[src/rtl/writeback.sv]
// writeback: round-robin arbitration of ALU and LSU results into the register-file write port.
// Optional WB_RETIRE_CNT_EN adds a free-running retired-write counter output.
module writeback #(
  parameter int XLEN = 32
) (
  input  logic            clk,
  input  logic            rst,
  input  logic            alu_valid_i,
  input  logic [XLEN-1:0] alu_result_i,
  input  logic [4:0]      alu_rd_i,
  output logic            alu_ok_o,
  input  logic            mem_valid_i,
  input  logic [XLEN-1:0] mem_result_i,
  input  logic [4:0]      mem_rd_i,
  output logic            mem_ok_o,
  input  logic            flush,
  output logic            rf_we_o,
  output logic [4:0]      rf_waddr_o,
  output logic [XLEN-1:0] rf_wdata_o,
  output logic [31:0]     busy_clr_o
`ifdef WB_RETIRE_CNT_EN
  ,
  output logic [31:0]     retire_cnt_o
`endif
);
  typedef enum logic {SRC_ALU, SRC_MEM} src_e;
  logic            alu_v_q, alu_v_d, mem_v_q, mem_v_d;
  logic [4:0]      alu_rd_q, alu_rd_d, mem_rd_q, mem_rd_d;
  logic [XLEN-1:0] alu_data_q, alu_data_d, mem_data_q, mem_data_d;
  src_e            rr_q, rr_d;
  logic            rf_we_q, rf_we_d;
  logic [4:0]      rf_waddr_q, rf_waddr_d;
  logic [XLEN-1:0] rf_wdata_q, rf_wdata_d;
  logic [31:0]     busy_clr_q, busy_clr_d;
  logic            grant_alu, grant_mem, alu_xfer, mem_xfer;
`ifdef WB_RETIRE_CNT_EN
  logic [31:0]     retire_q, retire_d;
`endif
  always_comb begin
    grant_alu  = !flush && alu_v_q && (!mem_v_q || rr_q == SRC_ALU);
    grant_mem  = !flush && mem_v_q && (!alu_v_q || rr_q == SRC_MEM);
    alu_ok_o   = !flush && (!alu_v_q || grant_alu);
    mem_ok_o   = !flush && (!mem_v_q || grant_mem);
    alu_xfer   = alu_valid_i && alu_ok_o;
    mem_xfer   = mem_valid_i && mem_ok_o;
    // writes to x0 are accepted but never become valid, so they vanish here
    alu_v_d    = flush ? 1'b0 : alu_xfer ? (alu_rd_i != 5'd0) : (alu_v_q && !grant_alu);
    mem_v_d    = flush ? 1'b0 : mem_xfer ? (mem_rd_i != 5'd0) : (mem_v_q && !grant_mem);
    alu_rd_d   = alu_xfer ? alu_rd_i : alu_rd_q;
    mem_rd_d   = mem_xfer ? mem_rd_i : mem_rd_q;
    alu_data_d = alu_xfer ? alu_result_i : alu_data_q;
    mem_data_d = mem_xfer ? mem_result_i : mem_data_q;
    rr_d       = grant_alu ? SRC_MEM : grant_mem ? SRC_ALU : rr_q;
    rf_we_d    = grant_alu || grant_mem;
    rf_waddr_d = grant_alu ? alu_rd_q : grant_mem ? mem_rd_q : rf_waddr_q;
    rf_wdata_d = grant_alu ? alu_data_q : grant_mem ? mem_data_q : rf_wdata_q;
    busy_clr_d = rf_we_d ? (32'd1 << rf_waddr_d) : 32'd0;
`ifdef WB_RETIRE_CNT_EN
    retire_d   = retire_q + {31'd0, rf_we_d};
`endif
  end
  always_ff @(posedge clk or posedge rst) begin
    if (rst) begin
      alu_v_q    <= 1'b0;
      mem_v_q    <= 1'b0;
      alu_rd_q   <= '0;
      mem_rd_q   <= '0;
      alu_data_q <= '0;
      mem_data_q <= '0;
      rr_q       <= SRC_ALU;
      rf_we_q    <= 1'b0;
      rf_waddr_q <= '0;
      rf_wdata_q <= '0;
      busy_clr_q <= '0;
`ifdef WB_RETIRE_CNT_EN
      retire_q   <= '0;
`endif
    end else begin
      alu_v_q    <= alu_v_d;
      mem_v_q    <= mem_v_d;
      alu_rd_q   <= alu_rd_d;
      mem_rd_q   <= mem_rd_d;
      alu_data_q <= alu_data_d;
      mem_data_q <= mem_data_d;
      rr_q       <= rr_d;
      rf_we_q    <= rf_we_d;
      rf_waddr_q <= rf_waddr_d;
      rf_wdata_q <= rf_wdata_d;
      busy_clr_q <= busy_clr_d;
`ifdef WB_RETIRE_CNT_EN
      retire_q   <= retire_d;
`endif
    end
  end
  assign rf_we_o    = rf_we_q;
  assign rf_waddr_o = rf_waddr_q;
  assign rf_wdata_o = rf_wdata_q;
  assign busy_clr_o = busy_clr_q;
`ifdef WB_RETIRE_CNT_EN
  assign retire_cnt_o = retire_q;
`endif
endmodule
[config.mk]
export PLATFORM = sky130hd
export DESIGN_NAME = writeback
export DESIGN_NICKNAME = d
export VERILOG_FILES = /design/src/rtl/writeback.sv
export SDC_FILE = /design/constraint.sdc
export NUM_CORES = 1
export LEC_CHECK = 0
export ABC_CLOCK_PERIOD_IN_PS = 10600
export BUFFER_PORTS_ARGS = -buffer_cell sky130_fd_sc_hd__buf_4
export CAP_MARGIN = 0
export CORE_MARGIN = 5
export CORE_UTILIZATION = 25
export CTS_CLUSTER_SIZE = 40
export DETAILED_ROUTE_END_ITERATION = 10
export GPL_TIMING_DRIVEN = 0
export PLACE_DENSITY_LB_ADDON = 0.08
export SYNTH_ARGS = -nofsm -noshare
export SYNTH_HDL_FRONTEND = slang
export SYNTH_SLANG_ARGS = --single-unit
[constraint.sdc]
create_clock -name clk -period 10.6 [get_ports clk]
set_input_delay 0.53 -clock clk [delete_from_list [all_inputs] [get_ports clk]]
set_output_delay 0.53 -clock clk [all_outputs]
set_load 0.005 [all_outputs]
Word-level counts from Yosys, hierarchy flattened
Cells that the tools add are included.
{"block": "classes", "shifts": 1, "mux": 11, "bitwise_logic": 1, "reduce_logical": 23}
{"cell": "two-way mux 32 bit", "n": 3}
{"cell": "left shift 1 x 5 -> 32 bit (first input constant)", "n": 1}
{"cell": "logical AND 1 bit", "n": 10}
{"cell": "two-way mux 5 bit", "n": 2}
{"cell": "nonzero test 5 bit", "n": 2}
{"cell": "two-way mux 1 bit", "n": 6}
{"cell": "zero test 1 bit", "n": 5}
{"cell": "logical OR 1 bit", "n": 5}
{"cell": "nonzero test 2 bit", "n": 1}
{"cell": "NOT 1 bit", "n": 1}
{"block": "totals", "regBits": 147}

Longest topological paths before layout
Gate-level depths: netlist (run 1).
{"block": "depth", "depth_word": 8, "ltp_mapped": 9, "mapped_depth_nobuf": 6}

Worst setup path before layout (run 1)
No wires, ideal clock.
{"block": "synth_path", "path_type": "input-to-reg", "start": "in flush", "end": "reg busy_clr_q[30] (netlist: busy_clr_o[30])", "setup_time_ps": 111, "arrival_ps": 1803, "required_time_ps": 10489, "slack_ps": 8685, "stages": 7, "path_cell_list": "buf_2 nor2b_1 nor4_4 nand2_1 or3_1 buf_2 a2111oi_2"}
{"block": "synth_via", "elab_chain_cells": 7}
{"item": "start, declared", "line": "16", "source": "input logic flush,"}
{"item": "zero test 1 bit *", "line": "40, 41"}
{"item": "logical AND 1 bit (2 in series)", "line": "41", "source": "grant_mem = !flush && mem_v_q && (!alu_v_q || rr_q == SRC_MEM);"}
{"item": "two-way mux 5 bit (2 in series)", "line": "55", "source": "rf_waddr_d = grant_alu ? alu_rd_q : grant_mem ? mem_rd_q : rf_waddr_q;"}
{"item": "left shift 1 x 5 -> 32 bit", "line": "57", "source": "busy_clr_d = rf_we_d ? (32'd1 << rf_waddr_d) : 32'd0;"}
{"item": "two-way mux 32 bit *", "line": "57"}
{"item": "net busy_clr_d[30]", "line": "34", "source": "logic [31:0] busy_clr_q, busy_clr_d;"}
{"item": "end signal, assigned", "line": "89", "source": "busy_clr_q <= busy_clr_d;"}
{"item": "end, declared", "line": "34"}
Mark *: on every way through the listed nets, which the timed path passes. The rest lies on a longest branch.
A chain may end at the register's enable or synchronous reset.

Final worst setup path (run 1)
{"block": "layout_path", "start": "reg alu_v_q", "end": "reg mem_data_q[26]"}
{"block": "layout_via", "elab_chain_cells": 6}
{"item": "start, declared", "line": "27", "source": "logic alu_v_q, alu_v_d, mem_v_q, mem_v_d;"}
{"item": "start signal, assigned", "line": "79", "source": "alu_v_q <= alu_v_d;"}
{"item": "zero test 1 bit", "line": "41"}
{"item": "logical OR 1 bit", "line": "41"}
{"item": "logical AND 1 bit", "line": "41"}
{"item": "logical OR 1 bit", "line": "43", "source": "mem_ok_o = !flush && (!mem_v_q || grant_mem);"}
{"item": "logical AND 1 bit", "line": "43"}
{"item": "logical AND 1 bit", "line": "45", "source": "mem_xfer = mem_valid_i && mem_ok_o;"}
{"item": "end signal, assigned", "line": "84", "source": "mem_data_q <= mem_data_d;"}
{"item": "end, declared", "line": "29", "source": "logic [XLEN-1:0] alu_data_q, alu_data_d, mem_data_q, mem_data_d;"}
Every way passes these cells.

==> results by group, run 1 <==
Outcome
  • Status: finished clean

Job
  • Max-cap viol count: 0

Synth
  • Yosys warning total: 0
  • Post-synthesis sequential area ratio: 62.4%
  • Ys async rst share: 100%
  • Avg Cell Area, Syn: around 13 um^2
  • Number of synthesized flops with an enable pin: 0
  • Mapped Cells: 447
  • Mapped Area: 5890 um^2
  • Most used DFF post-synth: dfrtp_1
  • Post-synthesis register bit count: 147
  • Distinct cell type count of the synthesized netlist: 43
  • Syn Nets: 526

Timing
  • RSZ-0062 raised after global routing: false
  • Max_slew headroom: 40.9%
  • Final setup viols: 0
  • Final period utilization: 22.0%
  • Min Tclk post-route: 2.34 ns
  • Worst-Margin Slew: 0.883 ns
  • Fmax: 0.428 GHz
  • Clk_skew: 0.0125 ns
  • Max-slew violations: 0
  • Final hold violations: 0
  • WHS: 0.198 ns
  • Total negative slack: 0 ns

Final layout
  • Ant diodes: 0
  • Share of layout cells above drive strength 1: between 40 and 50%
  • Cell area after layout: just over 8000 um^2
  • Fillers: 2336
  • Leading cell type in the layout, fill and taps excluded: buf_4
  • Most frequent cells in the layout: 150 x buf_4, 147 x dfrtp_1, 74 x mux2_2, 36 x inv_1, 32 x a222oi_1
  • Utilization after layout: 34.5%
  • Layout area overhead: 36.7%
  • Fin nets: 696

Floorplanning
  • Die width: 164 um
  • Starting Density: 25.2%
  • Rows: 56
  • Core ar.: 23300 um^2
  • Die area: 26700 um^2
  • # IOs: roughly 150
  • Die Span Y: 164 um

GRT
  • Pin count of the biggest net entering global routing: 79
  • Vias in the first global route: ~4500
  • Global-route met1 utilization: between 10% and 20%
  • Layer with the highest usage: met2
  • Grt ovf: 0
  • Initial antenna violation count: 0
  • GRT Total Usage: about an eighth
  • First-pass GRT wire length: 26.4 mm
  • Met3 GRT Util: 4.47%
  • Met2 Usage GRT: a little over a fifth

Clock network
  • H-tree depth: 4
  • Post CTS Setup Buffer Count: 0
  • CTS resizes: 0
  • CTS tree: built
  • CTS sink count: between 100 and 150
  • Clock buffer count from CTS: 17
  • CTS Hold Bufs: 0
  • Clock-pin slew on the worst setup and hold paths: 0.06 ns
  • Clk buf depth: 2
  • Root buf cell: clkbuf_16
  • Skew-Pair Late Insertion Delay: between 0.4 and 0.5 ns

Worst hold path
  • Hold Crit Class: in2async

Power
  • Pwr dens: 202 nW/um^2
  • Final Power: 1.63 mW
  • Max rail drop VDD: 94.7 uV
  • Lkg Pwr: 3.81 nW

Worst setup path
  • Crit path launch type: flop
  • RR Endpoint: mem_data_q[26]
  • Crit path from: alu_v_q
  • FF-to-FF Start: alu_v_q
  • Crit Path Category: reg2reg
  • Worst Path Required: 10.89 ns
  • Critical Path Sink Type: flop
  • Critical Path End: mem_data_q[26]
  • Critical path fanouts, max: 10
  • Worst EP arrival: 2.63 ns
  • Cells on worst reg2reg path: 7
  • R2R Setup Slk: 8.26 ns

Place
  • Cell area after placement: 7450 um^2
  • Gpl congestion: 0.779
  • DP HPWL: 12.2 mm
  • Port buffer count: 150

Route
  • DRC errors left: 0
  • Drt wl/cell: 17.9 um
  • WL final: 17.0 mm
  • Routed Antenna Nets: 0
  • Initial DRC Count: 224
  • Detailed Routing Iterations Pass 1: 6
  • Vias/cell: roughly 4.4
  • Via count: 4223
## stage by stage
stage | setup WS, ns | cells
detailed placement | 8.00 | 917
CTS | 8.19 | 949
floorplan | 6.12 | 447
global placement | 4.33 | 916
finish | 8.26 | 949
global route | 8.11 | 949
## cell usage after synthesis (2+ instances only)
master     number  share of area (%)
a21oi_1        11               0.93
or4_1           4               0.51
nand2b_1        4               0.42
mux2i_1         3               0.51
nand3_1         3               0.25
and2_1          4               0.42
o21ai_0        10               0.85
o31ai_1         2               0.25
o211ai_1        7               0.89
nor3_1          5               0.42
buf_2          20                1.7
dfrtp_1       147                 62
nor2b_1         8               0.85
or3_1           2               0.21
nor4b_1         2               0.30
mux2_2         74                 14
nor2_1         30                1.9
clkbuf_1        6               0.38
nand4b_1        2               0.30
a222oi_1       32                5.4
nand2_1        12               0.76
inv_1          37                2.4
a2111oi_2       2               0.51
## routing by layer
layer / up-vias / share of wire, %
li1: 1958 / -
met1: 2132 / 43
met2: 126 / 49
met3: 7 / 7.5
met4: 0 / 0.77
met5: - / 0
## where the power goes
part	switching [mW]	internal [mW]
clock	0.247	0.375
combinational	0.134	0.159
sequential	0.0621	0.651
total	0.443	1.19
## registers in the layout (all words and copies together) (netlist names), 5 cells and up
register    count
rf_waddr_o      5
busy_clr_o     32
alu_data_q     32
alu_rd_q        5
mem_rd_q        5
mem_data_q     32
rf_wdata_o     32
## worst max-delay path, cell delays in order, from the launching register on
cell and delay, ns:
dfrtp_1 0.35, buf_2 0.17, and2b_1 0.25, a21oi_1 0.25
and2_1 0.15, buf_2 0.28, buf_2 0.38, mux2_2 0.38
## area by class of cell
type | count | area [um^2] | area share, %
Sequential cell | 147 | 3680 | 45.7
Clock buffer | 19 | 433 | 5.38
Clock inverter | 13 | 173 | 2.14
Tap cell | 319 | 399 | 4.96
Multi-Input combinational cell | 235 | 1940 | 24.0
Inverter | 38 | 148 | 1.83
Timing Repair Buffer | 151 | 1150 | 14.3
Buffer | 27 | 134 | 1.66
## cell families after synthesis
kind of cell,synth area share (%)
AO/OA/AOI/OAI,10.5
buffers and inverters,4.69
AND/OR/NAND/NOR,7.75
flip-flops,62.4
multiplexers,14.7
## worst min-delay path by stage
stage,startpoint,end,depth (start not counted)
after floorplan,alu_data_q[0],rf_wdata_o[0],2
after global placement,alu_data_q[31],rf_wdata_o[31],2
after detailed placement,alu_data_q[2],rf_wdata_o[2],2
after CTS,rst,rf_wdata_o[21],2
after global routing,rst,mem_data_q[16],2
final,rst,alu_data_q[17],2
Note: power is estimated with default switching activity, not from simulation.
==> inputs of run 2 (changes only) <==
--- a/config.mk
+++ b/config.mk
@@ -5,7 +5,7 @@
 export SDC_FILE = /design/constraint.sdc
 export NUM_CORES = 1
 export LEC_CHECK = 0
-export ABC_CLOCK_PERIOD_IN_PS = 10600
+export ABC_CLOCK_PERIOD_IN_PS = 1900
 export BUFFER_PORTS_ARGS = -buffer_cell sky130_fd_sc_hd__buf_4
 export CAP_MARGIN = 0
 export CORE_MARGIN = 5
==> constraint.sdc (replaced) <==
create_clock -name clk -period 1.9 [get_ports clk]
set_input_delay 0.095 -clock clk [delete_from_list [all_inputs] [get_ports clk]]
set_output_delay 0.095 -clock clk [all_outputs]
set_load 0.005 [all_outputs]
==> run 2 against run 1 <==
Net effect: wire length increased by 6.4%; die area did not move; final area up 15%; combinational power grew to 6.9 times the previous value; flip-flop and latch count is the same; critical endpoint is now busy_clr_o[12].
==> results by group, run 2 (synthesized netlist as in run 1, its figures left out) <==
Route
  • Vias/cell: between 4 and 5
  • Detailed Routing Iterations Pass 1: 8
  • Initial DRC Count: 268
  • Routed Antenna Nets: 0
  • Via count: ~4600
  • WL final: 18.1 mm
  • DRC errors left: 0
  • Drt wl/cell: 17.3 um

Clock network
  • Clock-pin slew on the worst setup and hold paths: 0.06 ns
  • Clk buf depth: 2
  • CTS tree: built
  • Skew-Pair Late Insertion Delay: 0.42 ns
  • Root buf cell: clkbuf_16
  • Clock buffer count from CTS: 17
  • CTS sink count: 147
  • H-tree depth: 4

Timing
  • RSZ-0062 raised after global routing: true
  • Final hold violations: 0
  • Worst-Margin Slew: 0.884 ns
  • Fmax: ~0.55 GHz
  • Total negative slack: 0 ns
  • Clk_skew: 0.0104 ns
  • Final WS setup: 0.0699 ns
  • Final period utilization: a little over nine tenths
  • Min Tclk post-route: 1.83 ns
  • Max_slew headroom: 40.9%
  • Final setup viols: 0
  • Max-slew violations: 0
  • WHS: 0.132 ns

Final layout
  • Leading cell type in the layout, fill and taps excluded: buf_4
  • Most frequent cells in the layout: 168 x buf_4, 147 x dfrtp_1, 77 x dlygate4sd3_1, 74 x mux2_2, 36 x inv_1
  • Layout area overhead: 57.6%
  • Share of layout cells above drive strength 1: between 40% and 50%
  • Fin nets: between 700 and 800
  • Cell area after layout: 9290 um^2
  • Ant diodes: 0

GRT
  • Pin count of the biggest net entering global routing: 41
  • Initial antenna violation count: 0
  • GRT Total Usage: 13.7%
  • Vias in the first global route: 5147
  • First-pass GRT wire length: between 20 and 30 mm
  • Grt ovf: 0

Worst setup path
  • Crit Path Category: reg2reg
  • Critical path fanouts, max: 8
  • Cells on worst reg2reg path: 9
  • FF-to-FF Start: mem_v_q
  • Crit path launch type: flop
  • Worst EP arrival: 2.14 ns
  • Critical Path Sink Type: flop
  • Worst Path Required: 2.21 ns
  • RR Endpoint: busy_clr_o[12]
  • R2R Setup Slk: 0.07 ns

Worst hold path
  • Beginning of the worst hold path: flush
  • Hold Crit Class: in2reg
  • Hold path endpoint: rf_we_o
  • WHS Path Cells: 3

Place
  • Gpl congestion: around 0.8
  • DP HPWL: 12.6 mm
  • Pre-CTS setup slack: -0.360 ns
  • Cell area after placement: 7490 um^2
  • Port buffer count: 150

Floorplanning
  • Rows: 56
  • Starting Density: between 20 and 30%
  • Die area: 26700 um^2
  • Core ar.: 23300 um^2
  • Die width: 164 um
  • # IOs: 151
  • Die Span Y: around 160 um

Power
  • Internal Power: 6.76 mW
  • P_sw: 2.63 mW
  • Pwr dens: 1010 nW/um^2
  • Sw Share: 28.0%
  • Clk pwr share: 36.2%
  • Lkg Pwr: 4.30 nW
  • Part of the power in combinational logic: 21.4%
  • Max rail drop VDD: 457 uV
  • Sequential Power Share: 42.4%
  • Final Power: 9.39 mW

Job
  • Max-cap viol count: 0

Outcome
  • Status: finished clean
==> run 2: changes by cell type in the layout (fill, tap and decap cells not counted), sizes merged <==
cell | before | now
buf | 172 | 187
bufinv | 3 | 2
clkbuf | 25 | 28
clkinvlp | 3 | 5
dlygate4sd3 | 0 | 77
inv | 43 | 42
==> run 2: how the worst max path moves through the flow <==
stage             from             end  slack [ns]  cells past startpoint
6_report       mem_v_q  busy_clr_o[12]        0.07                      9
5_1_grt           rr_q  busy_clr_o[12]       -0.03                      8
4_1_cts        alu_v_q  busy_clr_o[31]       -0.03                      6
3_5_place_dp   alu_v_q  mem_data_q[26]       -0.36                      7
3_3_place_gp       rst  alu_data_q[21]        -1.0                      2
2_1_floorplan      rst   alu_data_q[0]       -0.04                      1
==> run 2: metrics by stage <==
stage	std cells	util, %
5_1_grt	1044	39.8
4_1_cts	1040	39.0
6_report	1044	39.8
3_5_place_dp	919	32.1
3_3_place_gp	916	31.8
2_1_floorplan	447	-
==> run 2: what timing repair did <==
item | CTS | global route
hold endpoints to repair | 115 | 0
pin swaps | 11 | 9
hold buffers | 77 | 0
endpoints found under the setup margin | 140 | 99
gates cloned | 0 | 1
gates resized for setup | 37 | 42
setup buffers | 14 | 4
==> run 2: final cells by class <==
type	count	area, um^2
fill	2271	14000
sequential	147	3680
multi-input combinational	235	2120
buffer	24	224
inverter	38	146
timing repair buffer	249	2120
clock inverter	13	148
tap	319	399
clock buffer	19	443
==> run 2: critical path, cell delays in order, from the launching register on <==
cell,delay (ns)
dfrtp_1,0.38
buf_6,0.13
nor4b_4,0.13
nor4_4,0.29
buf_4,0.19
buf_6,0.10
a21oi_2,0.03
o211ai_1,0.19
buf_4,0.22
nor2b_1,0.06
==> run 2: metal layers <==
layer	share of wire, %	track usage (%)
met1	40	16.3
met2	52	23.6
met3	6.2	3.96
met4	1.7	4.84
met5	0	0
==> run 2: power groups by stage <==
stage	logic, mW	clock network [mW]	registers (mW)
global route	2.22	3.63	4.04
detailed placement	1.70	0	4.03
global placement	1.64	0	4.02
CTS	1.95	3.50	3.98
finish	2.01	3.40	3.99
floorplan	0.894	0	3.95
